### src/rtl/score_ctrl.sv
// score_ctrl: air-hockey game-flow controller.
// Arbitrates goal pulses, keeps BCD scores, enforces a post-goal hold-off
// and detects the winning score.
module score_ctrl #(
  parameter int unsigned WIN_SCORE   = 7,
  parameter int unsigned HOLD_CYCLES = 100_000_000
) (
  input  logic       clk,
  input  logic       rst,
  input  logic       start,
  input  logic       goal_p1,
  input  logic       goal_p2,
  output logic [3:0] p1_ones,
  output logic [2:0] p1_tens,
  output logic [3:0] p2_ones,
  output logic [2:0] p2_tens,
  output logic       playing,
  output logic       goal_flash,
  output logic       game_over,
  output logic [1:0] winner
);

  localparam int unsigned CW = (HOLD_CYCLES > 1) ? $clog2(HOLD_CYCLES) : 1;
  localparam logic [CW-1:0] HOLD_LOAD = CW'(HOLD_CYCLES - 1);

  typedef enum logic [1:0] {IDLE, PLAY, HOLD, OVER} state_t;

  state_t        state;
  logic [CW-1:0] cnt;

  logic [6:0] p1_next;
  logic [6:0] p2_next;
  logic       p1_wins;
  logic       p2_wins;

  // BCD increment of {tens, ones}; a score of 79 stays put.
  function automatic logic [6:0] bcd_inc(input logic [2:0] tens, input logic [3:0] ones);
    logic [6:0] r;
    if (tens == 3'd7 && ones == 4'd9)
      r = {tens, ones};
    else if (ones == 4'd9)
      r = {tens + 3'd1, 4'd0};
    else
      r = {tens, ones + 4'd1};
    return r;
  endfunction

  function automatic int unsigned bcd_val(input logic [6:0] s);
    return int'(s[6:4]) * 10 + int'(s[3:0]);
  endfunction

  // Candidate next scores and win detection for each player.
  always_comb begin
    p1_next = bcd_inc(p1_tens, p1_ones);
    p2_next = bcd_inc(p2_tens, p2_ones);
    p1_wins = (bcd_val(p1_next) == WIN_SCORE);
    p2_wins = (bcd_val(p2_next) == WIN_SCORE);
  end

  // Game state machine with registered scores and status outputs.
  always_ff @(posedge clk) begin
    if (rst) begin
      state      <= IDLE;
      cnt        <= '0;
      p1_ones    <= '0;
      p1_tens    <= '0;
      p2_ones    <= '0;
      p2_tens    <= '0;
      playing    <= 1'b0;
      goal_flash <= 1'b0;
      game_over  <= 1'b0;
      winner     <= '0;
    end else begin
      case (state)
        IDLE: begin
          if (start) begin
            state   <= PLAY;
            p1_ones <= '0;
            p1_tens <= '0;
            p2_ones <= '0;
            p2_tens <= '0;
            playing <= 1'b1;
          end
        end
        PLAY: begin
          // player 1 takes priority when both pulses coincide
          if (goal_p1 || goal_p2) begin
            if (goal_p1) {p1_tens, p1_ones} <= p1_next;
            else         {p2_tens, p2_ones} <= p2_next;
            if ((goal_p1 && p1_wins) || (!goal_p1 && p2_wins)) begin
              state     <= OVER;
              playing   <= 1'b0;
              game_over <= 1'b1;
              winner    <= goal_p1 ? 2'b01 : 2'b10;
            end else begin
              state      <= HOLD;
              goal_flash <= 1'b1;
              cnt        <= HOLD_LOAD;
            end
          end
        end
        HOLD: begin
          if (cnt == '0) begin
            state      <= PLAY;
            goal_flash <= 1'b0;
          end else begin
            cnt <= cnt - 1'b1;
          end
        end
        OVER: begin
          if (start) begin
            state     <= PLAY;
            p1_ones   <= '0;
            p1_tens   <= '0;
            p2_ones   <= '0;
            p2_tens   <= '0;
            playing   <= 1'b1;
            game_over <= 1'b0;
            winner    <= '0;
          end
        end
        default: state <= IDLE;
      endcase
    end
  end

endmodule

### config.mk
export PLATFORM = sky130hd
export DESIGN_NAME = score_ctrl
export DESIGN_NICKNAME = d
export VERILOG_FILES = /design/src/rtl/score_ctrl.sv
export SDC_FILE = /design/constraint.sdc
export NUM_CORES = 1
export LEC_CHECK = 0
export ABC_AREA = 1
export BUFFER_PORTS_ARGS = -buffer_cell sky130_fd_sc_hd__buf_2
export CORE_ASPECT_RATIO = 0.8
export CORE_UTILIZATION = 57
export CTS_BUF_LIST = sky130_fd_sc_hd__clkbuf_4 sky130_fd_sc_hd__clkbuf_8
export DETAILED_ROUTE_END_ITERATION = 12
export PLACE_DENSITY = 0.82
export SYNTH_ARGS = -nofsm -noshare
export SYNTH_HDL_FRONTEND = slang
export SYNTH_SLANG_ARGS = --single-unit
### constraint.sdc
create_clock -name clk -period 3 [get_ports clk]
set_input_delay 0.3 -clock clk [delete_from_list [all_inputs] [get_ports clk]]
set_output_delay 0.3 -clock clk [all_outputs]
set_load 0.005 [all_outputs]
# Word-level counts from Yosys, hierarchy flattened
# Cells that the tools add are included.
[word_totals]
reg_bits = 48
out_inout_bits = 19
elab_cells = 101
input_bits = 5
[classes]
n_mux = 44
n_mul = 2
n_eq_ne = 18
add_sub_neg = 7
reduce_logical = 20
[op_table]
columns = ["operator", "count"]
rows = [
  ["$mux W27", 3],
  ["$pmux W27 S2", 1],
  ["$mux W7", 4],
  ["$logic_not A27 Y1", 1],
  ["$sub A27 B1 Y27 const B", 1],
  ["$reduce_and A4 Y1", 6],
  ["$mux W4", 5],
  ["$add A7 B4 Y8", 2],
  ["$eq A8 B3 Y1 const B", 2],
  ["$ne A2 B2 Y1 const B", 8],
  ["$pmux W4 S2", 2],
  ["$mux W3", 5],
  ["$mux W2", 7],
  ["$mul A3 B3 Y6 const B", 2],
  ["$pmux W3 S2", 2],
  ["$mux W1", 10],
  ["$add A4 B1 Y4 const B", 2],
  ["$eq A4 B4 Y1 const B", 2],
  ["$add A3 B1 Y3 const B", 2],
  ["$eq A3 B3 Y1 const B", 2],
  ["$pmux W1 S2", 3],
  ["$pmux W2 S3", 1],
  ["$reduce_bool A2 Y1", 3],
  ["$eq A2 B2 Y1 const B", 2],
  ["9 further kinds", 13],
]

# Longest topological paths before layout
[logic_depth]
word_depth = 11
ltp_mapped = 23
depth_no_buf = 22

# Worst setup path after synthesis
# Ideal clock, no wire load.
[synth_timing]
kind = "register -> register"
from = "register p1_ones[0]"
to = "register cnt[23]"
setup_time_ps = 113
setup_slack_ps = 53
required_time_ps = 2887
stages_incl_launch_ff = 22
arrival_time_ps = 2835
cell_sequence = "dfxtp_1 > ha_1 > nand2_1 > nor2_2 > inv_2 > nor2_1 > inv_1 > o21ai_0 > inv_1 > ha_1 > ha_1 > nor2_1 > nand3_1 > nor2_1 > nand3_2 > nand2_2 > nand2_4 > nand3_4 > buf_6 > nand2_1 > nand2_1 > nor2_1"
[synth_via]
elab_chain_cells = 10
[synth_lines]
columns = ["item", "line", "rtl"]
rows = [
  ["start: declaration", "13", "output logic [3:0] p1_ones,"],
  ["start signal: assignment", "88", "if (goal_p1) {p1_tens, p1_ones} <= p1_next;"],
  ["$eq A4 B4 Y1", "39, 41", ""],
  ["$mux W7 / $logic_and A1 B1 Y1 (equally long branches)", "41, 39", ""],
  ["$mux W7 (*)", "39", "if (tens == 3'd7 && ones == 4'd9)"],
  ["$mul A3 B3 Y6", "49", "return int'(s[6:4]) * 10 + int'(s[3:0]);"],
  ["$add A7 B4 Y8 (*)", "49", ""],
  ["$eq A8 B3 Y1 (*)", "56", "p1_wins = (bcd_val(p1_next) == WIN_SCORE);"],
  ["$logic_and A1 B1 Y1 (*)", "90", "if ((goal_p1 && p1_wins) || (!goal_p1 && p2_wins)) begin"],
  ["$logic_or A1 B1 Y1 (*)", "90", ""],
  ["$ne A2 B2 Y1 (no line) (*)", "--", ""],
  ["$reduce_and A4 Y1 (no line) (*)", "--", ""],
  ["end signal: assignment", "107", "cnt <= cnt - 1'b1;"],
  ["end: declaration", "29", "logic [CW-1:0] cnt;"],
]
# Mark *: on every way between the ends. The rest lies on a longest branch, timed or not.
# A chain may end at the register's enable or synchronous reset.

# Final worst setup path
[layout_timing]
from = "register p1_ones[1]"
to = "register cnt[5]"
# The elaborated chain is that of the path after synthesis.

==> out/metrics.csv <==
metric,value,unit
core area,0.00588,mm²
peak fanout along the critical path,8,
Pwr Total,0.00353,W
Pwr Density,825,mW/mm²
Final Max Tran Viols,0,
final setup vio count,27,
gr usage total,28.0,%
first-pass GRT wire length,14100,µm
unrepaired setup endpoints after global routing,yes,
clk slew on worst S/H paths,0.09,ns
worst reg2reg setup slack,-0.09,ns
Post-DP HPWL,6100,µm
die area,0.00641,mm²
placed insts,691,
TritonRoute pass-1 iters,5,
part of the power in the clock network,11.2,%
IO Pins,24,
"commonest non-fill, non-tap cell in the layout",nand2_1,
max-cap violations,0,
Synth Cell Area,0.00347,mm²
CP Capture Type,register,
vias per cell,5.43,
Worst path most repeated cell,inv_2,
share of cells above drive strength 1,22.4,%
status,finished with violations,
hold endpoint,winner[0],
antenna diode count,0,
Chip Width,89.3,µm
internal power,0.00179,W
Die Y,71.8,µm
most frequent cells in the layout,"nand2_1 (142), nor2_1 (101), inv_1 (66), dfxtp_1 (46), a21oi_1 (34)",
CTS Root Cell,clkbuf_8,
Port Buffers,23,
synthesis warning total,0,
Comb power frac,62.1,%
Cells after Synth,576,
critical setup path kind,reg2reg,
Final Non-Filler Cells,707,
Reg2Reg Depth,21,
Synth cell types,27,
Layout area overhead,23.1,%
Slew HR,42.4,%
Mean Syn Cell Area,6.03,µm²
TritonCTS Buffers,5,
latest clock arrival within the worst-skew pair,0.31,ns
fin worst setup slack,-0.0929,ns
Detail Route Antenna Nets,0,
critical path's slowest cell,fa_1,
CTS H-Tree Depth,2,
Worst IR Drop VDD,0.000597,V
Sw Share,49.2,%
Rows,25,
crit path DAT,3.30,ns
Syn Nets,607,
sequential share of power,26.7,%
maximum root-to-sink buffer count,2,
"Hold Vio Cnt, Final",0,
Initial Util,59.1,%
Post-Route WL,9560,µm
Final GP Congestion,0.892,
"critical path, cell by cell",inv_2 > ha_4 > nand2_4 > nor2_4 > inv_2 > nor2_4 > xor2_2 > ha_2 > inv_2 > fa_1 > nor2_1 > nand2_1 > nor2_2 > nand3_2 > nand2_2 > nand2_4 > nand3_4 > clkbuf_16 > nand2_2 > nand2_1 > nor2_1,
fillcell total,484,
failing checks,negative setup slack,
hold_buf cts,0,
final net count,657,
Layout Skew,0.00917,ns
CP Launch Type,register,
Net Sw Power,0.00174,W
Hold WC Path Type,in2reg,
DRT iter0 DRCs,242,
Peak Freq,323,MHz
Crit path largest cell delay,0.44,ns
vias in the first global route,3295,
Final Cycle Share,103,%
CTS tree,done,
initial antenna violation count,0,
hold depth,3,
post-route minimum period,3.09,ns
Yosys reg bits,48,
reg2reg end,cnt[5],
Worst-Margin Slew,0.862,ns
post-DR wirelength/cell,13.5,µm
Reg2Reg Launch Point,p1_ones[1],
Worst Path Required,3.21,ns
hold_sp,goal_p1,
largest net degree at the start of global routing,26,
DRC Markers,0,
CTS sink cnt,48,
Vias,3839,
"Seq/Total Area, Yosys",27.7,%
grt ovf,0,
LEAKAGE,2.18,nW
==> flip-flops by register name (all words and copies together) (netlist names) <==
| register | count |
|---|---|
| cnt | 27 |
| p1_ones | 4 |
| p2_ones | 4 |
| p1_tens | 3 |
| p2_tens | 3 |
| state | 2 |
| winner | 2 |
| game_over | 1 |
| goal_flash | 1 |
| playing | 1 |
==> critical path, delay by kind of cell, from the launching register on <==
| family | cells | cell delay [ns] |
|---|---|---|
| DFF | 1 | 0.34 |
| and+or+nand+nor | 13 | 1.27 |
| adders and majority gates | 3 | 0.80 |
| xor gates and xnor gates | 1 | 0.19 |
| buffers and inverters | 4 | 0.38 |
==> cells in the mapped netlist <==
cell        n  share of area [%]
clkbuf_1    7               0.76
inv_1      78                8.4
fa_1        2                1.2
o21ai_0    16                2.3
nand2_1   165                 18
nand4_1    15                2.7
inv_2       3               0.32
nand3_2     1               0.29
nand3_4     1               0.50
buf_2       3               0.43
nand2_2     3               0.54
ha_1       24                8.6
nand2_4     1               0.32
nor2_1    109                 12
nor3_1      4               0.58
a31oi_1     1               0.18
nand3_1    36                5.2
dfxtp_1    48                 28
a21o_1      1               0.22
buf_6       4                1.3
a21oi_1    34                4.9
or2_2       4               0.72
nand3b_1    2               0.43
xor2_1      6                1.5
buf_1       1               0.11
nor2_2      6                1.1
o21ai_1     1               0.14
==> worst max-delay path by stage <==
stage / start / to / slack (ns) / depth (start not counted)
CTS: p1_ones[1] / cnt[18] / 0.03 / 22
finish: p1_ones[1] / cnt[5] / -0.09 / 21
floorplan: p1_ones[0] / cnt[23] / 0.05 / 21
detailed placement: p1_ones[1] / cnt[18] / -0.05 / 21
global route: p1_ones[1] / cnt[8] / -0.26 / 20
global placement: p1_ones[1] / cnt[18] / 0.09 / 21
==> routing by layer <==
layer / wire [µm] / track usage, % / vias to the layer above
met5: 0 / 0 / -
met4: 168 / 8.47 / 0
met3: 813 / 6.80 / 19
met2: 4400 / 44.5 / 173
met1: 4180 / 37.5 / 1757
li1: - / - / 1890
==> power by group through the flow <==
stage	clock network (W)	registers, W	logic, W
after floorplan	0	0.000923	0.00134
after global routing	0.000426	0.000965	0.00243
after CTS	0.000401	0.000937	0.00171
final	0.000396	0.000944	0.00219
after global placement	0	0.000943	0.00163
after detailed placement	0	0.000950	0.00169
==> repair_timing <==
item | CTS | global route
resized for setup | 2 | 72
endpoints found under the setup margin | 30 | 33
setup buffers | 1 | 2
pin swaps | 1 | 22
gates cloned | 0 | 6
==> kinds of logic (layout without fill, tap and decap cells) <==
logic type      count (synthesis)  in the layout  share of synthesized area, %
flops                          48             48                          27.7
fa+ha+maj                      26             26                          9.79
buf+inv                        96            146                          11.3
compound gates                 53             53                          7.74
xor+xnor                        6              6                          1.51
simple gates                  347            347                          42.0
==> area by class of cell <==
cell class | count | area, µm² | share of cell area [%]
clock inverters | 1 | 5.00 | 0.117
well taps | 81 | 101 | 2.37
multi-input cells | 432 | 2350 | 54.9
clock buffers | 6 | 76.3 | 1.78
flip-flops and latches | 48 | 963 | 22.5
repair buffers | 58 | 480 | 11.2
inverters | 81 | 304 | 7.11
==> per-stage QoR <==
step | setup TNS, ns | hold slack (ns) | instance area [µm²] | setup WS (ns) | util [%]
floorplan | 0 | 0.441 | 3470 | 0.0526 | -
finish | -1.81 | 0.331 | 4280 | -0.0929 | 72.7
global placement | 0 | 0.457 | 3820 | 0.0903 | 65.0
CTS | 0 | 0.325 | 3920 | 0.0296 | 66.6
global route | -6.33 | 0.351 | 4280 | -0.262 | 72.7
detailed placement | -0.674 | 0.465 | 3820 | -0.0537 | 65.0
Note: power is estimated with default switching activity, not from simulation.
